--- config.mk ---
export PLATFORM = sky130hd
export DESIGN_NAME = pcpi_rr_arbiter_flat
export DESIGN_NICKNAME = d
export VERILOG_FILES = /design/src/rtl/pcpi_rr_arbiter_pkg.sv /design/src/rtl/pcpi_rr_arbiter_if.sv /design/src/rtl/pcpi_rr_arbiter_pick.sv /design/src/rtl/pcpi_rr_arbiter.sv /design/src/flat_wrapper.sv
export SDC_FILE = /design/constraint.sdc
export NUM_CORES = 1
export LEC_CHECK = 0
export CAP_MARGIN = 15
export CORE_MARGIN = 2
export CORE_UTILIZATION = 41
export DETAILED_ROUTE_END_ITERATION = 12
export PLACE_DENSITY = 0.86
export SETUP_SLACK_MARGIN = 0.4
export SLEW_MARGIN = 20
export SYNTH_ARGS = -nofsm -noshare
export SYNTH_HDL_FRONTEND = slang
export SYNTH_SLANG_ARGS = --single-unit
export TNS_END_PERCENT = 30
--- constraint.sdc ---
create_clock -name clk -period 3.8 [get_ports clk]
set_input_delay 0.38 -clock clk [delete_from_list [all_inputs] [get_ports clk]]
set_output_delay 0.38 -clock clk [all_outputs]
set_load 0.05 [all_outputs]
--- src/rtl/pcpi_rr_arbiter_pkg.sv ---
// pcpi_arb_pkg: shared definitions for the PCPI round-robin arbiter.
//   - arb_state_e : arbiter FSM states (IDLE, BUSY, RESP)
//   - PCPI_INSN_W : instruction width on the PCPI port
//   - PCPI_DATA_W : result width on the PCPI port
//   - clog2()     : id-width helper usable in constant expressions
package pcpi_arb_pkg;

    localparam int PCPI_INSN_W = 32;
    localparam int PCPI_DATA_W = 32;

    typedef enum logic [1:0] {
        IDLE = 2'd0,
        BUSY = 2'd1,
        RESP = 2'd2
    } arb_state_e;

    // Smallest r with 2**r >= n (0 for n <= 1).
    function automatic int clog2(input int n);
        int r;
        r = 0;
        for (int i = 0; i < 31; i++) begin
            if ((1 << i) < n) r = i + 1;
        end
        return r;
    endfunction

endpackage

--- src/rtl/pcpi_rr_arbiter_if.sv ---
// pcpi_rr_arbiter_if: PCPI handshake bundle between the arbiter and the
// fused matrix-multiply coprocessor.
//   pcpi_valid  master->slave  instruction valid
//   pcpi_insn   master->slave  instruction word
//   pcpi_ready  slave->master  coprocessor done
//   pcpi_wr     slave->master  coprocessor writes rd
//   pcpi_rd     slave->master  coprocessor result
//   pcpi_wait   slave->master  coprocessor still working
// Modports: master (arbiter side), slave (coprocessor side).
interface pcpi_rr_arbiter_if;
    import pcpi_arb_pkg::*;

    logic                   pcpi_valid;
    logic [PCPI_INSN_W-1:0] pcpi_insn;
    logic                   pcpi_ready;
    logic                   pcpi_wr;
    logic [PCPI_DATA_W-1:0] pcpi_rd;
    logic                   pcpi_wait;

    modport master (
        output pcpi_valid, pcpi_insn,
        input  pcpi_ready, pcpi_wr, pcpi_rd, pcpi_wait
    );

    modport slave (
        input  pcpi_valid, pcpi_insn,
        output pcpi_ready, pcpi_wr, pcpi_rd, pcpi_wait
    );

endinterface

--- src/rtl/pcpi_rr_arbiter_pick.sv ---
// rr_pick: combinational round-robin selector.
//   req   in   NREQ   request vector
//   last  in   id     index of the previous winner
//   found out  1      at least one request is set
//   win   out  id     first set index strictly after last, wrapping
module rr_pick
    import pcpi_arb_pkg::*;
#(
    parameter int NREQ = 4
) (
    input  logic [NREQ-1:0]        req,
    input  logic [clog2(NREQ)-1:0] last,
    output logic                   found,
    output logic [clog2(NREQ)-1:0] win
);
    localparam int ID_W = clog2(NREQ);

    // Two passes: indices above last first, then wrap to the lowest index
    // at or below last. The lowest hit inside each pass wins.
    always_comb begin
        found = 1'b0;
        win   = '0;
        for (int i = 0; i < NREQ; i++) begin
            if (!found && req[i] && (ID_W'(i) > last)) begin
                found = 1'b1;
                win   = ID_W'(i);
            end
        end
        for (int i = 0; i < NREQ; i++) begin
            if (!found && req[i] && (ID_W'(i) <= last)) begin
                found = 1'b1;
                win   = ID_W'(i);
            end
        end
    end

endmodule

--- src/rtl/pcpi_rr_arbiter.sv ---
// pcpi_rr_arbiter: round-robin arbiter sharing one PCPI coprocessor among
// NREQ instruction requesters. Latches the winning instruction, drives the
// PCPI handshake, and returns the result as a one-cycle completion pulse.
//   clk, rst          clock, asynchronous active-high reset
//   req_valid/insn    per-requester instruction request (32 bits each)
//   req_ready/err     one-hot completion / abort pulse to the winner
//   req_wr/rd         captured coprocessor result, valid with req_ready
//   busy, grant_id    activity flag and current/last winner index
//   pcpi              PCPI master port (pcpi_rr_arbiter_if.master)
// Optional feature: define PCPI_ARB_WATCHDOG_EN to enable the BUSY-state
// watchdog (TIMEOUT_CYC idle coprocessor cycles abort with req_err).
module pcpi_rr_arbiter
    import pcpi_arb_pkg::*;
#(
    parameter int NREQ        = 4,
    parameter int TIMEOUT_CYC = 64
) (
    input  logic                        clk,
    input  logic                        rst,
    input  logic [NREQ-1:0]             req_valid,
    input  logic [PCPI_INSN_W*NREQ-1:0] req_insn,
    output logic [NREQ-1:0]             req_ready,
    output logic [NREQ-1:0]             req_err,
    output logic                        req_wr,
    output logic [PCPI_DATA_W-1:0]      req_rd,
    output logic                        busy,
    output logic [clog2(NREQ)-1:0]      grant_id,
    pcpi_rr_arbiter_if.master           pcpi
);
    localparam int ID_W = clog2(NREQ);

    arb_state_e             state;
    logic [ID_W-1:0]        last_id;
    logic                   pick_found;
    logic [ID_W-1:0]        pick_id;
    logic [PCPI_INSN_W-1:0] pick_insn;
    logic [NREQ-1:0]        grant_onehot;
    logic                   wd_expire;

    rr_pick #(.NREQ(NREQ)) u_pick (
        .req   (req_valid),
        .last  (last_id),
        .found (pick_found),
        .win   (pick_id)
    );

    always_comb begin
        pick_insn    = '0;
        grant_onehot = '0;
        for (int i = 0; i < NREQ; i++) begin
            if (pick_id == ID_W'(i)) pick_insn = req_insn[PCPI_INSN_W*i +: PCPI_INSN_W];
            grant_onehot[i] = (grant_id == ID_W'(i));
        end
    end

`ifdef PCPI_ARB_WATCHDOG_EN
    localparam int WD_W = clog2(TIMEOUT_CYC + 1);

    logic [WD_W-1:0] wd_cnt;
    logic            wd_tick;

    // Only cycles where the coprocessor neither works nor answers count.
    assign wd_tick   = !pcpi.pcpi_wait && !pcpi.pcpi_ready;
    assign wd_expire = (state == BUSY) && wd_tick && (wd_cnt == WD_W'(TIMEOUT_CYC - 1));

    always_ff @(posedge clk or posedge rst) begin
        if (rst) begin
            wd_cnt  <= '0;
            req_err <= '0;
        end else begin
            req_err <= '0;
            if (state == IDLE) begin
                wd_cnt <= '0;
            end else if (state == BUSY && wd_tick) begin
                wd_cnt <= wd_cnt + 1'b1;
            end
            if (wd_expire) req_err <= grant_onehot;
        end
    end
`else
    logic unused_wd;

    assign wd_expire = 1'b0;
    assign req_err   = '0;
    assign unused_wd = ^{pcpi.pcpi_wait, TIMEOUT_CYC};
`endif

    always_ff @(posedge clk or posedge rst) begin
        if (rst) begin
            state           <= IDLE;
            last_id         <= ID_W'(NREQ - 1);
            grant_id        <= '0;
            busy            <= 1'b0;
            pcpi.pcpi_valid <= 1'b0;
            pcpi.pcpi_insn  <= '0;
            req_ready       <= '0;
            req_rd          <= '0;
            req_wr          <= 1'b0;
        end else begin
            case (state)
                IDLE: begin
                    if (pick_found) begin
                        grant_id        <= pick_id;
                        pcpi.pcpi_insn  <= pick_insn;
                        pcpi.pcpi_valid <= 1'b1;
                        busy            <= 1'b1;
                        state           <= BUSY;
                    end
                end
                BUSY: begin
                    // A real answer takes priority over a same-cycle timeout.
                    if (pcpi.pcpi_ready) begin
                        pcpi.pcpi_valid <= 1'b0;
                        req_ready       <= grant_onehot;
                        req_rd          <= pcpi.pcpi_rd;
                        req_wr          <= pcpi.pcpi_wr;
                        state           <= RESP;
                    end else if (wd_expire) begin
                        pcpi.pcpi_valid <= 1'b0;
                        req_ready       <= grant_onehot;
                        state           <= RESP;
                    end
                end
                RESP: begin
                    req_ready <= '0;
                    req_rd    <= '0;
                    req_wr    <= 1'b0;
                    last_id   <= grant_id;
                    busy      <= 1'b0;
                    state     <= IDLE;
                end
                default: state <= IDLE;
            endcase
        end
    end

endmodule

--- src/flat_wrapper.sv ---
// flat-port wrapper written by rule: the top's interface ports become plain ports
module pcpi_rr_arbiter_flat import pcpi_arb_pkg::*;
#(
    parameter int NREQ        = 4,
    parameter int TIMEOUT_CYC = 64
)
  (clk, rst, req_valid, req_insn, req_ready, req_err, req_wr, req_rd, busy, grant_id, pcpi_pcpi_valid, pcpi_pcpi_insn, pcpi_pcpi_ready, pcpi_pcpi_wr, pcpi_pcpi_rd, pcpi_pcpi_wait);
  pcpi_rr_arbiter_if pcpi_i ();
  input  logic clk;
  input  logic rst;
  input  logic [NREQ-1:0] req_valid;
  input  logic [PCPI_INSN_W*NREQ-1:0] req_insn;
  output logic [NREQ-1:0] req_ready;
  output logic [NREQ-1:0] req_err;
  output logic req_wr;
  output logic [PCPI_DATA_W-1:0] req_rd;
  output logic busy;
  output logic [clog2(NREQ)-1:0] grant_id;
  output wire logic [$bits(pcpi_i.pcpi_valid)-1:0] pcpi_pcpi_valid;
  output wire logic [$bits(pcpi_i.pcpi_insn)-1:0] pcpi_pcpi_insn;
  input wire logic [$bits(pcpi_i.pcpi_ready)-1:0] pcpi_pcpi_ready;
  input wire logic [$bits(pcpi_i.pcpi_wr)-1:0] pcpi_pcpi_wr;
  input wire logic [$bits(pcpi_i.pcpi_rd)-1:0] pcpi_pcpi_rd;
  input wire logic [$bits(pcpi_i.pcpi_wait)-1:0] pcpi_pcpi_wait;
  assign pcpi_pcpi_valid = pcpi_i.pcpi_valid;
  assign pcpi_pcpi_insn = pcpi_i.pcpi_insn;
  assign pcpi_i.pcpi_ready = pcpi_pcpi_ready;
  assign pcpi_i.pcpi_wr = pcpi_pcpi_wr;
  assign pcpi_i.pcpi_rd = pcpi_pcpi_rd;
  assign pcpi_i.pcpi_wait = pcpi_pcpi_wait;
  pcpi_rr_arbiter #(.NREQ(NREQ), .TIMEOUT_CYC(TIMEOUT_CYC)) u_core (.clk(clk), .rst(rst), .req_valid(req_valid), .req_insn(req_insn), .req_ready(req_ready), .req_err(req_err), .req_wr(req_wr), .req_rd(req_rd), .busy(busy), .grant_id(grant_id), .pcpi(pcpi_i));
endmodule
==> results.txt <==
----------------------------------------------------
[Drt]
  Number of search-and-repair iterations in the first detailed-routing pass ... 5
  Post-DR vias/cell ... 5.41
  # DRC ... 0
  Routed wire length ... ~15000 um
  DRT iter0 DRCs ... 286
  Post-DR wirelength/cell ... between 15 and 20 um
  Via count ... around 4400
  Remaining antenna violation count ... 0

[Die]
  Core Footprint ... 10100 um2
  Die Span X ... approximately 110 um
  Top Ports ... 246
  Die area ... approximately 11000 um2
  Number of rows created at floorplan ... 37
  Die height ... 105 um
  Initial cell density of the core ... 41.6%

[Logic synthesis]
  Cell with the most instances after synthesis ... sky130_fd_sc_hd__nand2_1
  Largest area contributor in the netlist ... sky130_fd_sc_hd__dfrtp_1
  Flip-flop and latch count after synthesis ... 77
  Register area share after synthesis ... around 46%
  Cells taking the most area after synthesis ... sky130_fd_sc_hd__dfrtp_1 45%, sky130_fd_sc_hd__nand2_1 9.6%, sky130_fd_sc_hd__a221oi_2 7.1%
  Commonest cells in the netlist ... 108 x sky130_fd_sc_hd__nand2_1, 75 x sky130_fd_sc_hd__dfrtp_1, 40 x sky130_fd_sc_hd__nor2_1, 34 x sky130_fd_sc_hd__nand3_1, 32 x sky130_fd_sc_hd__a21oi_1
  Number of enable flip-flop cells after synthesis ... 0
  Number of distinct standard cells referenced by the synthesized netlist ... between 40 and 50
  Async S/R FF share, synth ... 100%
  Number of instances in the synthesized netlist ... between 400 and 500
  Syn Std Cell Area ... between 4000 and 5000 um2
  Share of the synthesized area in the top cell type ... 44.5%
  Average cell area after synthesis ... 9.26 um2
  Synth warnings ... 0
  Main flop type after synthesis ... sky130_fd_sc_hd__dfrtp_1

[Timing]
  Final total negative setup slack ... 0 ps
  Hold Violations, Final ... 0
  Endpoints failing setup ... 0
  Final Skew ... approximately 11 ps
  Slew @ Worst Pin ... 898 ps
  Final-report max-slew violation count ... 0
  Fin crit share ... 61.9%
  Unrepaired setup endpoints after global routing ... no
  Max-slew headroom at the worst pin ... 40.2%
  Tmin final ... 2350 ps
  Maximum clock frequency ... 425 MHz

[Final layout]
  Share of post-route cells with drive strength above 1 ... 8.27%
  Core Util, Final ... 66.6%
  Fin nets ... 841
  Final design instance area without fill ... 6760 um2
  Synth-to-layout area growth ... 60.3%
  Count of antenna diodes in the layout ... 0

[Clock tree]
  Clock-pin slew reported for the worst setup and hold paths after clock tree synthesis ... about 80 ps
  Number of resized instances in the post-cts repair step ... 0
  Clk root buf ... sky130_fd_sc_hd__clkbuf_8
  Setup Fix Bufs, Post-CTS ... 0
  Max Root-Sink Buffers ... 2
  Hold_buf cts ... 0
  Later-pin clock latency in the skew report ... about 350 ps
  Clock sinks ... 77
  Clock buffers created by TritonCTS ... 9
  TritonCTS clock tree ... yes
  Deepest level of the CTS H-tree ... 3

[Hold path]
  Cells on Worst Hold Path ... 2
  Hold/Removal Path Class ... flop to flop
  Launch instance of the worst min-delay path ... u_core.req_rd[3]
  Sink of the worst hold path ... u_core.req_rd[3]

[Worst setup path]
  FF-to-FF path depth ... 5
  Worst Path Max Fanout ... 31
  Data required, critical path ... 4070 ps
  Capture instance of the worst register-to-register path ... u_core.pcpi.pcpi_insn[27]
  Category of the critical setup timing path ... primary input to flop
  Internal reg-to-reg setup slack ... around 1500 ps
  WP data arrival ... 2620 ps
  Launching point of the worst reg2reg path ... u_core.last_id[1]
  Startpoint Class ... primary input
  Type of element capturing the critical path ... flop

[GRT]
  Via count of the first global-routing pass ... 4624
  Pin count of the biggest net entering global routing ... between 60 and 70
  Aggregate global routing overflow ... 0
  Wire length of the first global-routing pass ... 22900 um
  Combined global-route utilization of all metal layers ... between 20% and 30%
  Initial antenna violation count ... 0

[Status]
  Result of the run ... completed

[Pwr]
  Power consumption ... 5.10 mW
  LEAKAGE ... 2.75 nW
  Power per cell area ... 755 nW/um2
  Highest ir drop seen on vdd ... ~0.00049 V

[Place]
  Final RePlAce weighted congestion ... around 0.87
  Number of buffer cells added on primary ports ... 240
  Placed inst area ... 6570 um2
  HPWL reported at the end of detailed placement ... 10300 um

[Run]
  Max capacitance violation total ... 0

----------------------------------------------------
==> stage by stage <==
step	setup slack, ps	hold slack, ps	instances
6_report	1450	498	813
5_1_grt	1300	529	813
4_1_cts	1430	503	813
3_5_place_dp	1040	478	797
3_3_place_gp	1130	460	797
2_1_floorplan	1460	475	458
==> layout make-up <==
| cell class | instances | area, um2 |
|---|---|---|
| Clock inverter | 3 | 21.3 |
| Multi-Input combinational cell | 334 | 2000 |
| Timing Repair Buffer | 246 | 2460 |
| Sequential cell | 77 | 1930 |
| Clock buffer | 13 | 159 |
| Fill cell | 801 | 3380 |
| Inverter | 4 | 17.5 |
| Tap cell | 136 | 170 |
==> how the worst max path moves through the flow <==
stage / startpoint / endpoint / cells after the start
3_5_place_dp: req_valid[3] / u_core.pcpi.pcpi_insn[27] / 6
6_report: req_valid[3] / u_core.pcpi.pcpi_insn[27] / 6
2_1_floorplan: rst / u_core.busy / 1
4_1_cts: req_valid[3] / u_core.pcpi.pcpi_insn[27] / 6
3_3_place_gp: req_valid[2] / u_core.pcpi.pcpi_insn[31] / 6
5_1_grt: req_valid[2] / u_core.pcpi.pcpi_insn[25] / 6
==> routing by layer <==
layer,vias up,global-route usage (%),share of wire [%],routed length (um)
met4,0,11.7,2.4,347
li1,2040,-,-,-
met1,2112,30.4,39,5700
met3,30,8.47,9.2,1340
met2,213,42.9,49,7210
met5,-,0,0,0
==> worst max-delay path: stages <==
cell and delay (ps):
sky130_fd_sc_hd__clkdlybuf4s50_1 630, sky130_fd_sc_hd__o21a_1 280, sky130_fd_sc_hd__o22ai_1 110, sky130_fd_sc_hd__and2_2 750, sky130_fd_sc_hd__a221oi_1 250, sky130_fd_sc_hd__a21oi_1 200
==> cell families (layout without fill, tap and decap cells) <==
family | after synthesis | after routing | share of synthesized area, %
DFF | 77 | 77 | 45.8
and+or+nand+nor | 207 | 207 | 21.9
muxes | 1 | 1 | 0.238
other | 1 | 4 | 0.0890
buffers and inverters | 47 | 266 | 7.19
AOI/OAI and AO/OA | 122 | 122 | 24.8
==> power by group <==
group	switching (mW)	internal, mW	total (mW)
combinational	2.04	1.06	3.10
sequential	0.250	1.17	1.42
clock	0.308	0.274	0.582
total	2.60	2.50	5.10
==> state kept, by name (all words and copies together), names as in the netlist, 2 cells and up <==
signal                 flops
u_core.last_id             2
u_core.state               2
u_core.req_rd             32
u_core.req_ready           4
u_core.pcpi.pcpi_insn     32
u_core.grant_id            2
==> placed cells by master, fill, tap and decap left out, drive strengths merged, types with 5 or more instances in the layout <==
cell | netlist | final
a221oi | 31 | 31
clkbuf | 15 | 13
nand2 | 109 | 109
clkdlybuf4s50 | 0 | 240
o2bb2ai | 29 | 29
o22ai | 5 | 5
o21ai | 8 | 8
dfrtp | 75 | 75
buf | 28 | 6
nand3 | 35 | 35
a21oi | 35 | 35
nor2 | 40 | 40
nor2b | 5 | 5
No activity file was read; power rests on OpenSTA's default activity.
